**config.mk**
```make
export PLATFORM = sky130hd
export DESIGN_NAME = uart_transmitter
export DESIGN_NICKNAME = d
export VERILOG_FILES = /design/src/rtl/uart_pkg.sv /design/src/rtl/uart_tx_baud_gen.sv /design/src/rtl/uart_transmitter.sv
export SDC_FILE = /design/constraint.sdc
export NUM_CORES = 1
export LEC_CHECK = 0
export ABC_AREA = 0
export CAP_MARGIN = 30
export CORE_ASPECT_RATIO = 0.8
export CORE_UTILIZATION = 60
export CTS_BUF_LIST = sky130_fd_sc_hd__clkbuf_16
export CTS_CLUSTER_DIAMETER = 100
export DETAILED_ROUTE_END_ITERATION = 8
export PLACE_DENSITY = 0.85
export SYNTH_ARGS = -nofsm -noshare
export SYNTH_HDL_FRONTEND = slang
export SYNTH_SLANG_ARGS = --single-unit
```
**constraint.sdc**
```tcl
create_clock -name clk -period 6.4 [get_ports clk]
set_clock_uncertainty 0.15 [all_clocks]
set_input_delay 1.28 -clock clk [delete_from_list [all_inputs] [get_ports clk]]
set_output_delay 1.28 -clock clk [all_outputs]
set_load 0.005 [all_outputs]
```
**src/rtl/uart_pkg.sv**
```systemverilog
// Shared UART definitions: 16x-oversampling divisor table and frame state encoding.
// Used by both the transmitter and the receiver.
package uart_pkg;

  localparam int OVERSAMPLE = 16;

  // Cycles per 16x tick at 100 MHz, indexed by baud_select (300 .. 115200 baud).
  localparam logic [15:0] BAUD_DIVISOR [8] = '{
    16'd20833, 16'd5208, 16'd1302, 16'd651,
    16'd325,   16'd162,  16'd108,  16'd54
  };

  typedef enum logic [2:0] {
    IDLE,
    START,
    DATA,
    PARITY,
    STOP
  } uart_state_t;

endpackage

```
**src/rtl/uart_tx_baud_gen.sv**
```systemverilog
// 16x tick generator: divisor lookup plus a free-running counter that emits a
// one-cycle tick every max_value cycles while enabled.
module uart_tx_baud_gen (
  input  logic       clk,
  input  logic       reset,
  input  logic       Tx_EN,
  input  logic [2:0] baud_select,
  output logic       tick
);
  import uart_pkg::*;

  logic [15:0] count;
  logic [15:0] max_value;
  logic [2:0]  baud_prev;
  logic        rate_change;

  assign max_value   = BAUD_DIVISOR[baud_select];
  assign rate_change = (baud_select != baud_prev);
  // A rate change restarts the period instead of finishing one at the old rate.
  assign tick        = Tx_EN && !rate_change && (count == max_value - 16'd1);

  always_ff @(posedge clk or negedge reset) begin
    if (!reset) begin
      count     <= '0;
      baud_prev <= '0;
    end else begin
      baud_prev <= baud_select;
      if (!Tx_EN || rate_change || tick) begin
        count <= '0;
      end else begin
        count <= count + 16'd1;
      end
    end
  end

endmodule

```
**src/rtl/uart_transmitter.sv**
```systemverilog
// UART transmitter: start bit, 8 data bits LSB first, stop bit, each 16 ticks long.
// Define UART_TX_PARITY_EN to insert an even-parity bit before the stop bit.
module uart_transmitter #(
  parameter int CLK_HZ     = 100_000_000,
  parameter int OVERSAMPLE = 16
) (
  input  logic       clk,
  input  logic       reset,
  input  logic [2:0] baud_select,
  input  logic       Tx_EN,
  input  logic       Tx_WR,
  input  logic [7:0] Tx_DATA,
  output logic       TxD,
  output logic       Tx_BUSY
);
  import uart_pkg::*;

  if (OVERSAMPLE != uart_pkg::OVERSAMPLE) begin : g_oversample_check
    $error("uart_transmitter: divisor table is only valid for OVERSAMPLE=16");
  end
  if (CLK_HZ != 100_000_000) begin : g_clk_check
    $warning("uart_transmitter: divisor table assumes a 100 MHz clock");
  end

`ifdef UART_TX_PARITY_EN
  localparam uart_state_t AFTER_DATA = PARITY;
`else
  localparam uart_state_t AFTER_DATA = STOP;
`endif

  uart_state_t state, state_next;
  logic [2:0]  bit_index, bit_index_next;
  logic [3:0]  tick_count, tick_count_next;
  logic [7:0]  data_reg, data_next;
  logic        txd_next;
  logic        busy_next;
  logic        tick;
  logic        bit_done;
  logic        gen_en;

  // Holding the generator disabled for the accept cycle restarts its period
  // exactly at the start-bit edge.
  assign gen_en   = Tx_EN && !(Tx_WR && state == IDLE);
  assign bit_done = tick && (tick_count == 4'(OVERSAMPLE - 1));

  uart_tx_baud_gen u_baud_gen (
    .clk         (clk),
    .reset       (reset),
    .Tx_EN       (gen_en),
    .baud_select (baud_select),
    .tick        (tick)
  );

  always_ff @(posedge clk or negedge reset) begin
    if (!reset) begin
      state      <= IDLE;
      bit_index  <= '0;
      tick_count <= '0;
      data_reg   <= '0;
      TxD        <= 1'b1;
      Tx_BUSY    <= 1'b0;
    end else begin
      state      <= state_next;
      bit_index  <= bit_index_next;
      tick_count <= tick_count_next;
      data_reg   <= data_next;
      TxD        <= txd_next;
      Tx_BUSY    <= busy_next;
    end
  end

  always_comb begin
    state_next      = state;
    bit_index_next  = bit_index;
    tick_count_next = tick_count;
    data_next       = data_reg;

    if (!Tx_EN) begin
      state_next      = IDLE;
      bit_index_next  = '0;
      tick_count_next = '0;
    end else begin
      if (state != IDLE && tick) begin
        tick_count_next = tick_count + 4'd1;
      end
      case (state)
        IDLE: begin
          if (Tx_WR) begin
            state_next      = START;
            data_next       = Tx_DATA;
            bit_index_next  = '0;
            tick_count_next = '0;
          end
        end
        START: begin
          if (bit_done) state_next = DATA;
        end
        DATA: begin
          if (bit_done) begin
            bit_index_next = bit_index + 3'd1;
            if (bit_index == 3'd7) state_next = AFTER_DATA;
          end
        end
`ifdef UART_TX_PARITY_EN
        PARITY: begin
          if (bit_done) state_next = STOP;
        end
`endif
        STOP: begin
          if (bit_done) state_next = IDLE;
        end
        default: state_next = IDLE;
      endcase
    end

    // Outputs are registered from the next state so TxD/Tx_BUSY switch on the
    // same edge as the state itself.
    txd_next = 1'b1;
    case (state_next)
      START:   txd_next = 1'b0;
      DATA:    txd_next = data_next[bit_index_next];
`ifdef UART_TX_PARITY_EN
      PARITY:  txd_next = ^data_next;
`endif
      default: txd_next = 1'b1;
    endcase
    busy_next = (state_next != IDLE);
  end

endmodule

```
==> impl_metrics.ini <==
[die]
die_w_um = 73.9
core_um2 = 3880
rows = 20
dieArea_um2 = 4400
start_util_pct = 64.0
die_h_um = 59.5
io_pins = 17

[global_routing]
antenna_found_initial = 0
busiest_layer = met1
gr-usage-all-layers_pct = 26.1
grt_first_pass_wirelength_um = 8450
grt_max_degree = 40
grt_pass1_vias = 1743
grt_util_met1_pct = 38.9
grt.met2_usage_pct = 37.1
gr-total-overflow = 0
grtUsageMet3_pct = 5.61

[finish]
nets = 295
final-instance-count-excl-fill = 325
syn2layout_area_growth_pct = 13.0
fin_area_um2 = 2810
mostFrequentLayoutCell = dfrtp_1
largest_reg_flops = 16
n_antenna_cell = 0
final_cell_mix = 38 x dfrtp_1, 27 x nor2_1, 17 x xnor2_1
final_util_pct = 72.3
drive_gt1_share_pct = 11.1

[setup_path]
worstSetupEndpointType = flip-flop
ff2ff_path_depth = 11
cp_common_cell = ha_1
required_ns = 6.45
cp_max_fo = 12
path_cells = clkdlybuf4s50_1 > inv_1 > ha_1 > nand2b_1 > nand2_1 > ha_1 > xnor2_1 > nor4_1 > o31a_1 > and4b_1 > nand4_2 > nor3_2 > o21ba_1 > mux2i_1 > nor3b_2 > a21oi_2 > a31oi_1
max_stage_delay_ns = 0.71
rrSetupSlack_ns = 2.93
startpoint_type = input port
r2r_start = state[1]
cp_num_cells = 17
cp_slowest_cell = clkdlybuf4s50_1
path_buf_inv = 2
crit_type = in -> reg
crit_family = simple AND/OR/NAND/NOR gates
r2r-end = TxD
worstSetupEndpoint = TxD
cp-startpoint = baud_select[0]
arrival_ns = 5.21

[placed_design]
place_area_um2 = 2660
numPortBuffers = 16
place_congestion = 0.891
dpl.cell_count = 317
hpwl_um = 3630
detailedPlace.worstSlack_ns = 0.952

[timing]
timing.final.crit_share_pct = 80.7
holdWs_ns = 0.349
fin_ws_ns = 1.23
setup_viol_count_final = 0
worst_slew_pin_slew_ns = 0.830
report.final.slew_viol_count = 0
hold_violations = 0
relSlewSlack_pct = 44.7
timing.fmax_mhz = 194
finalSetupTns_ns = 0
rsz0062_at_grt = no
fin_crit_ns = 5.17

[yosys]
synth_top_family_by_area = simple AND/OR/NAND/NOR gates
synth_edf_count = 0
ys_ff_latch = 39
synthXorXnorAreaFrac_pct = 11.6
ys.warnings.count = 0
synth_compound_area_share_pct = 7.16
synth_fp_nets = 281
synth-simple-area-share_pct = 25.6
synthAdderAreaFrac_pct = 5.54
seq_area_frac_synth_pct = 39.4
synth.distinct_cells = 57
synth_area_per_cell_um2 = 9.73
async_reset_ff_share_pct = 100
syn-cell-area_um2 = 2480
synthCells = 255
muxShareOfSynthArea_pct = 7.66
synthFlopType = dfrtp_1

[routing]
via_per_inst = 5.74
final_antenna_net_count = 0
initialDrtViolationCount = 99
wl_um = 4940
dr_total_vias = 1865
route.detailed.drc = 0
wl_per_cell_um = 15.2
firstDrtPassIters = 4

[power]
p_leak_nw = 1.16
peakVddDrop_mv = 0.185
p_total_uw = 584
cellPowerDensity_nw_per_um2 = 208

[clocking]
clkSinkCount = 39
post_cts_buffers = 0
cts_resized = 0
cts_buffers = 5
cts_buffer_depth = 2
htree_levels = 2
cts.clk_slew.worst_paths_ns = 0.06
cts_tree = yes
cts_root_buf = clkbuf_16
cts_hold_buf = 0
clock_latency_ns = 0.28

[flow_run]
max-cap-violations = 0

[worst_hold_path]
worstHoldPathType = reg -> reg

[status]
status = completed
-- final cells by class --
| class | count | area (um2) |
|---|---|---|
| multi-input combinational | 199 | 1430 |
| timing repair buffer | 17 | 163 |
| inverter | 7 | 26.3 |
| tap | 55 | 68.8 |
| clock buffer | 5 | 125 |
| sequential | 39 | 977 |
| fill | 276 | 1070 |
| clock inverter | 3 | 16.3 |
-- synth_stat cells, types with 4 or more instances --
cell type | n | share of area [%]
nor3_1 | 6 | 1.2
nor2_1 | 27 | 4.1
xor2_1 | 16 | 5.6
xnor2_1 | 17 | 6.0
mux2i_1 | 10 | 4.0
inv_1 | 7 | 1.1
nand2_1 | 15 | 2.3
nor4_1 | 4 | 1.0
nand3_1 | 10 | 2.0
ha_1 | 11 | 5.5
a21oi_1 | 8 | 1.6
clkbuf_1 | 6 | 0.91
and3_1 | 5 | 1.3
mux2_2 | 8 | 3.6
nand4_1 | 8 | 2.0
dfrtp_1 | 38 | 38
nand2b_1 | 4 | 1.0
-- power breakdown --
part	leakage, nW	switching [mW]	internal [mW]
Clock	0.0710	0.0948	0.142
Combinational	0.580	0.0440	0.0396
Sequential	0.514	0.00449	0.259
-- metal layers --
layer	vias to the layer above	part of all wire, %
li1	923	-
met1	890	50
met2	45	43
met3	7	5.6
met4	0	1.4
met5	-	0
-- cell families (layout without fill, tap and decap cells) --
family | after synthesis | count (layout)
adder cells (fa/ha/maj) | 11 | 11
AO/OA/AOI/OAI | 27 | 27
multiplexers | 18 | 18
XOR/XNOR | 33 | 33
buffers and inverters | 17 | 32
flip-flops | 39 | 39
AND/OR/NAND/NOR | 110 | 110
-- worst min path at each step --
| stage | startpoint | to | depth (start not counted) |
|---|---|---|---|
| after detailed placement | data_reg[3] | data_reg[3] | 1 |
| final | data_reg[1] | data_reg[1] | 1 |
| after global routing | data_reg[3] | data_reg[3] | 1 |
| after CTS | data_reg[3] | data_reg[3] | 1 |
| after floorplan | data_reg[3] | data_reg[3] | 1 |
| after global placement | data_reg[3] | data_reg[3] | 1 |
Note: power is estimated with default switching activity, not from simulation.
